<file path="src/rtl/uart_tx_pkg.sv">
// Shared encodings for the UART transmit controller: FSM state codes and line levels.
package uart_tx_pkg;

   typedef enum logic [2:0] {
      IDLE   = 3'd0,
      START  = 3'd1,
      DATA   = 3'd2,
      PARITY = 3'd3,
      STOP   = 3'd4
   } tx_state_t;

   localparam logic LINE_IDLE = 1'b1;
   localparam logic START_BIT = 1'b0;

endpackage

</file>
<file path="src/rtl/uart_tx_serializer.sv">
// Load/shift register feeding the serial line LSB-first, plus the shared bit counter.
module uart_tx_serializer #(
   parameter int DATA_LENGTH = 8,
   localparam int CNT_W = $clog2(DATA_LENGTH)
) (
   input  logic                   CLK,
   input  logic                   RST,
   input  logic                   load,
   input  logic [DATA_LENGTH-1:0] data,
   input  logic                   shift,
   input  logic                   cnt_clr,
   input  logic                   cnt_inc,
   output logic                   ser_bit,
   output logic [CNT_W-1:0]       bit_cnt,
   output logic                   ser_done
);

   localparam logic [CNT_W-1:0] CNT_LAST = CNT_W'(DATA_LENGTH - 1);

   logic [DATA_LENGTH-1:0] shreg;

   always_ff @(posedge CLK or posedge RST) begin
      if (RST) begin
         shreg   <= '0;
         bit_cnt <= '0;
      end else begin
         if (load)
            shreg <= data;
         else if (shift)
            shreg <= {1'b0, shreg[DATA_LENGTH-1:1]};

         // Counter saturates at the last data bit; it never wraps.
         if (load || cnt_clr)
            bit_cnt <= '0;
         else if (cnt_inc && (bit_cnt != CNT_LAST))
            bit_cnt <= bit_cnt + CNT_W'(1);
      end
   end

   assign ser_bit  = shreg[0];
   assign ser_done = (bit_cnt == CNT_LAST);

endmodule

</file>
<file path="src/rtl/uart_tx_ctrl.sv">
// UART transmit controller: frames a parallel byte as start, data LSB-first, optional
// parity (taken from the upstream parity stage) and stop bits on a registered TX_OUT.
//
// state  | meaning
// IDLE   | line high, not busy, waiting for Data_Valid
// START  | start bit (line low), one cycle
// DATA   | DATA_LENGTH data bits, LSB first
// PARITY | par_bit from the parity stage, one cycle
// STOP   | STOP_BITS cycles of line high, still busy
module uart_tx_ctrl
   import uart_tx_pkg::*;
#(
   parameter int DATA_LENGTH = 8,
   parameter int STOP_BITS   = 1
) (
   input  logic                   CLK,
   input  logic                   RST,
   input  logic [DATA_LENGTH-1:0] P_DATA,
   input  logic                   Data_Valid,
   input  logic                   PAR_EN,
   input  logic                   par_bit,
   output logic                   TX_OUT,
   output logic                   busy
);

   localparam int CNT_W = $clog2(DATA_LENGTH);
   localparam logic [CNT_W-1:0] STOP_LAST = CNT_W'(STOP_BITS - 1);

   tx_state_t        state, next_state;
   logic             par_en_q;
   logic             tx_next;
   logic             load, shift, cnt_clr, cnt_inc;
   logic             ser_bit, ser_done;
   logic [CNT_W-1:0] bit_cnt;

   uart_tx_serializer #(.DATA_LENGTH(DATA_LENGTH)) u_ser (
      .CLK      (CLK),
      .RST      (RST),
      .load     (load),
      .data     (P_DATA),
      .shift    (shift),
      .cnt_clr  (cnt_clr),
      .cnt_inc  (cnt_inc),
      .ser_bit  (ser_bit),
      .bit_cnt  (bit_cnt),
      .ser_done (ser_done)
   );

   always_ff @(posedge CLK or posedge RST) begin
      if (RST) begin
         state    <= IDLE;
         TX_OUT   <= LINE_IDLE;
         busy     <= 1'b0;
         par_en_q <= 1'b0;
      end else begin
         state  <= next_state;
         TX_OUT <= tx_next;
         busy   <= (next_state != IDLE);
         if (load)
            par_en_q <= PAR_EN;
      end
   end

   // TX_OUT is registered, so the level computed here is the one for next_state.
   always_comb begin
      next_state = state;
      tx_next    = LINE_IDLE;
      load       = 1'b0;
      shift      = 1'b0;
      cnt_clr    = 1'b0;
      cnt_inc    = 1'b0;
      unique case (state)
         IDLE: begin
            if (Data_Valid) begin
               next_state = START;
               tx_next    = START_BIT;
               load       = 1'b1;
            end
         end
         START: begin
            next_state = DATA;
            tx_next    = ser_bit;
            shift      = 1'b1;
         end
         DATA: begin
            if (ser_done) begin
               if (par_en_q) begin
                  next_state = PARITY;
                  tx_next    = par_bit;
               end else begin
                  next_state = STOP;
                  cnt_clr    = 1'b1;
               end
            end else begin
               tx_next = ser_bit;
               shift   = 1'b1;
               cnt_inc = 1'b1;
            end
         end
         PARITY: begin
            next_state = STOP;
            cnt_clr    = 1'b1;
         end
         STOP: begin
            if (bit_cnt == STOP_LAST) begin
               next_state = IDLE;
               cnt_clr    = 1'b1;
            end else begin
               cnt_inc = 1'b1;
            end
         end
         default: begin
            next_state = IDLE;
            cnt_clr    = 1'b1;
         end
      endcase
   end

endmodule
</file>
<file path="config.mk">
export PLATFORM = sky130hd
export DESIGN_NAME = uart_tx_ctrl
export DESIGN_NICKNAME = d
export VERILOG_FILES = /design/src/rtl/uart_tx_pkg.sv /design/src/rtl/uart_tx_serializer.sv /design/src/rtl/uart_tx_ctrl.sv
export SDC_FILE = /design/constraint.sdc
export NUM_CORES = 1
export LEC_CHECK = 0
export CORE_AREA = 4 4 65 67
export DETAILED_ROUTE_END_ITERATION = 8
export DIE_AREA = 0 0 69 71
export PLACE_DENSITY = 0.56
export SYNTH_ARGS = -nofsm -noshare
export SYNTH_HDL_FRONTEND = slang
export SYNTH_SLANG_ARGS = --single-unit
</file>
<file path="constraint.sdc">
create_clock -name CLK -period 2.7 [get_ports CLK]
set_input_delay 0.54 -clock CLK [delete_from_list [all_inputs] [get_ports CLK]]
set_output_delay 0.54 -clock CLK [all_outputs]
set_load 0.02 [all_outputs]
</file>
==> reports/results.txt <==
Resize count post-CTS - 0
Crit. End Element - flop
synth top area cells - dfrtp_1 41%, mux2i_1 7.2%, nand2_1 4.2%, ha_1 3.8%, a21oi_1 3.6%
first-pass GRT wire length - 3.41 mm
worst path arrival time - 2.25 ns
Post-Syn Nets - 119
Clk pwr share - 0.159
Final Slew Violations - 0
DR DRC count - 0
slew margin rel. - 0.552
Initial Util - 0.270
Final Skew - 0.00638 ns
r2r endpoint - u_ser.shreg[6]$_DFFE_PP0P_
placer congestion estimate - 0.757
Setup Fix Bufs, Post-CTS - 0
first-pass detailed-route iteration total - 4
initial antenna violation count - 0
VDD IR-drop max - 0.248 mV
Max Fclk - 484 MHz
length in cells of the worst reg-to-reg path - 6
Ant. Diodes - 0
I/O pins - 15
Worst R2R Start - u_ser.bit_cnt[0]$_DFFE_PP0P_
Pint - 745 µW
critical path launch point type - flop
Final ANT Viol Nets - 0
met1 Use GR - 0.0998
GR peak layer - met2
initial DRC count - 91
Max Cap Viol - 0
Cell Area, Synth - 980 µm²
Pwr Density - 1050 nW/µm²
outcome - complete, no violations
H-tree levels - 1
Synth area leader - dfrtp_1
worst-path fanout max - 15
I/O Buffers - 14
P&R area growth vs syn - 22.9%
Yosys reg bits - 17
Clock transition at path regs - 0.07 ns
Ys Warns - 0
vias in the first global route - 755
Mapped Cells - 103
Leak - 0.494 nW
Least-Margin Pin Slew - 0.672 ns
detailed-route via count - 774
final WL - 1.98 mm
All-Layer GR Usage - 0.0869
clk_lat worst skew - 0.26 ns
Critical Path RT - 2.88 ns
min Tclk post-route - 2.07 ns
CTS tree - done
Chip Height - 71 µm
Finished Core Util - 0.331
Netlist cell types - 34
Core Area - 3630 µm²
top-area cell type share of the netlist area - 0.409
Nets - 134
met3 GRT Util - 0.0398
CTS Root Cell - clkbuf_8
final hold violation count - 0
Setup violations, final - 0
Worst Setup EP - u_ser.shreg[6]$_DFFE_PP0P_
share of cells above drive strength 1 - 0.111
reg2reg setup slack - 0.63 ns
largest net degree at the start of global routing - 18
die area - 4900 µm²
sw frac - 0.408
Min Hold Slack - 0.519 ns
WL/cell - 12.0 µm
GRT overflow - 0
share of power burned in registers - 0.398
DP Wirelength - 1.47 mm
total CTS buffers - 3
vias per cell - 4.69
hold_buf cts - 0
worst-case clock buffer depth - 2
unrepaired setup endpoints after global routing - false
Setup CP Type - flop to flop
switching pwr - 513 µW
final worst path period share - 0.766
Hold Path Class - flop to flop
CTS Sinks - 17
row count - 22
met2 Resource Use GR - 0.146
setup tns final - 0 ns
sequential share of the synthesized area - 0.436
Logic pwr share - 0.443
post-synthesis area per instance - 9.51 µm²
die width - 69 µm
critical path launch point - u_ser.bit_cnt[0]$_DFFE_PP0P_
-- power by group through the flow --
stage          Clock (mW)  Sequential [mW]  Combinational, mW
3_5_place_dp            0            0.507              0.562
2_1_floorplan           0            0.455              0.499
6_report            0.200            0.501              0.557
3_3_place_gp            0            0.502              0.544
4_1_cts             0.209            0.502              0.566
5_1_grt             0.220            0.521              0.638
-- through the flow --
| step | std cells | area (µm²) | power, mW | setup slack, ns |
|---|---|---|---|---|
| 4_1_cts | 165 | 1200 | 1.28 | 0.606 |
| 6_report | 165 | 1200 | 1.26 | 0.632 |
| 5_1_grt | 165 | 1200 | 1.38 | 0.475 |
| 3_3_place_gp | 161 | 1150 | 1.05 | 0.694 |
| 2_1_floorplan | 103 | 980 | 0.954 | 0.951 |
| 3_5_place_dp | 161 | 1150 | 1.07 | 0.631 |
-- worst max-delay path, cell delays in order, from the launching register on --
cell,delay [ns]
dfrtp_1,0.41
ha_1,0.21
ha_1,0.26
or2_4,0.28
a211oi_4,0.58
nor2_1,0.09
a31oi_1,0.16
-- area by class of cell --
cell class,instances,area [µm²]
inverter,6,22.5
clock inverter,1,7.51
timing repair buffer,15,148
tap,48,60.1
sequential,17,427
clock buffer,3,41.3
multi-input combinational,75,498
fill,401,2430
-- cells in the mapped netlist --
library cell and n:
o21bai_1 1, dfstp_2 1, a21oi_1 7, buf_4 1, nand2_1 11, or2_1 1
buf_6 2, o21ai_0 4, buf_1 1, nor2_1 9, nor2b_1 2, or3_1 1
a211oi_4 1, a31oi_1 4, buf_2 1, inv_1 6, o2bb2a_2 1, ha_1 3
or2b_1 2, a2bb2oi_1 1, and3b_1 1, a21oi_2 2, and2b_1 2, nor4b_1 1
o22ai_1 2, nand3_1 4, nor3_2 1, mux2i_1 7, nor3_1 1, dfrtp_1 16
nand3b_1 2, a22oi_1 1, or2_4 1, nand2b_1 2
-- logic make-up after synthesis --
| logic type | Yosys count | synth area share |
|---|---|---|
| AO/OA/AOI/OAI | 24 | 0.169 |
| buffers and inverters | 11 | 0.0626 |
| adder cells (fa/ha/maj) | 3 | 0.0383 |
| multiplexers | 7 | 0.0715 |
| AND/OR/NAND/NOR | 41 | 0.223 |
| flip-flops | 17 | 0.436 |
-- worst min-delay path by stage --
stage | from | to | slack [ns] | depth (start not counted)
after global routing | u_ser.shreg[1]$_DFFE_PP0P_ | u_ser.shreg[1]$_DFFE_PP0P_ | 0.54 | 2
after CTS | u_ser.shreg[1]$_DFFE_PP0P_ | u_ser.shreg[1]$_DFFE_PP0P_ | 0.53 | 2
after floorplan | RST | busy$_DFF_PP0_ | 0.47 | 1
after global placement | u_ser.shreg[1]$_DFFE_PP0P_ | u_ser.shreg[1]$_DFFE_PP0P_ | 0.50 | 2
final | u_ser.shreg[1]$_DFFE_PP0P_ | u_ser.shreg[1]$_DFFE_PP0P_ | 0.52 | 2
after detailed placement | u_ser.shreg[1]$_DFFE_PP0P_ | u_ser.shreg[1]$_DFFE_PP0P_ | 0.51 | 2
-- routing by layer --
metal,vias to the layer above,part of all wire
met5,-,0
met3,3,0.059
li1,382,-
met4,0,0.0035
met2,16,0.49
met1,373,0.45
-- registers in the layout (all words and copies together) (netlist names) --
| register | flops |
|---|---|
| u_ser.bit_cnt | 3 |
| u_ser.shreg | 8 |
| state | 3 |
| busy | 1 |
| par_en_q | 1 |
| TX_OUT | 1 |
-- layout by cell type, fill, tap and decap left out --
master,count
a211oi_4,1
or2b_1,2
o22ai_1,2
nand3_1,4
or2_1,1
ha_1,3
nand2_1,11
mux2i_1,7
and2b_1,2
or3_1,1
dfrtp_1,16
o21bai_1,1
clkdlybuf4s50_1,14
nand3b_1,2
or2_4,1
nand2b_1,2
nor2b_1,2
o2bb2a_2,1
buf_4,1
a21oi_2,2
a2bb2oi_1,1
nor3_1,1
clkbuf_8,3
nor2_1,9
a22oi_1,1
dfstp_2,1
a31oi_1,4
and3b_1,1
nor4b_2,1
o21ai_0,4
inv_1,6
a21oi_1,7
clkinvlp_4,1
nor3_2,1
Note: power is estimated with default switching activity, not from simulation.
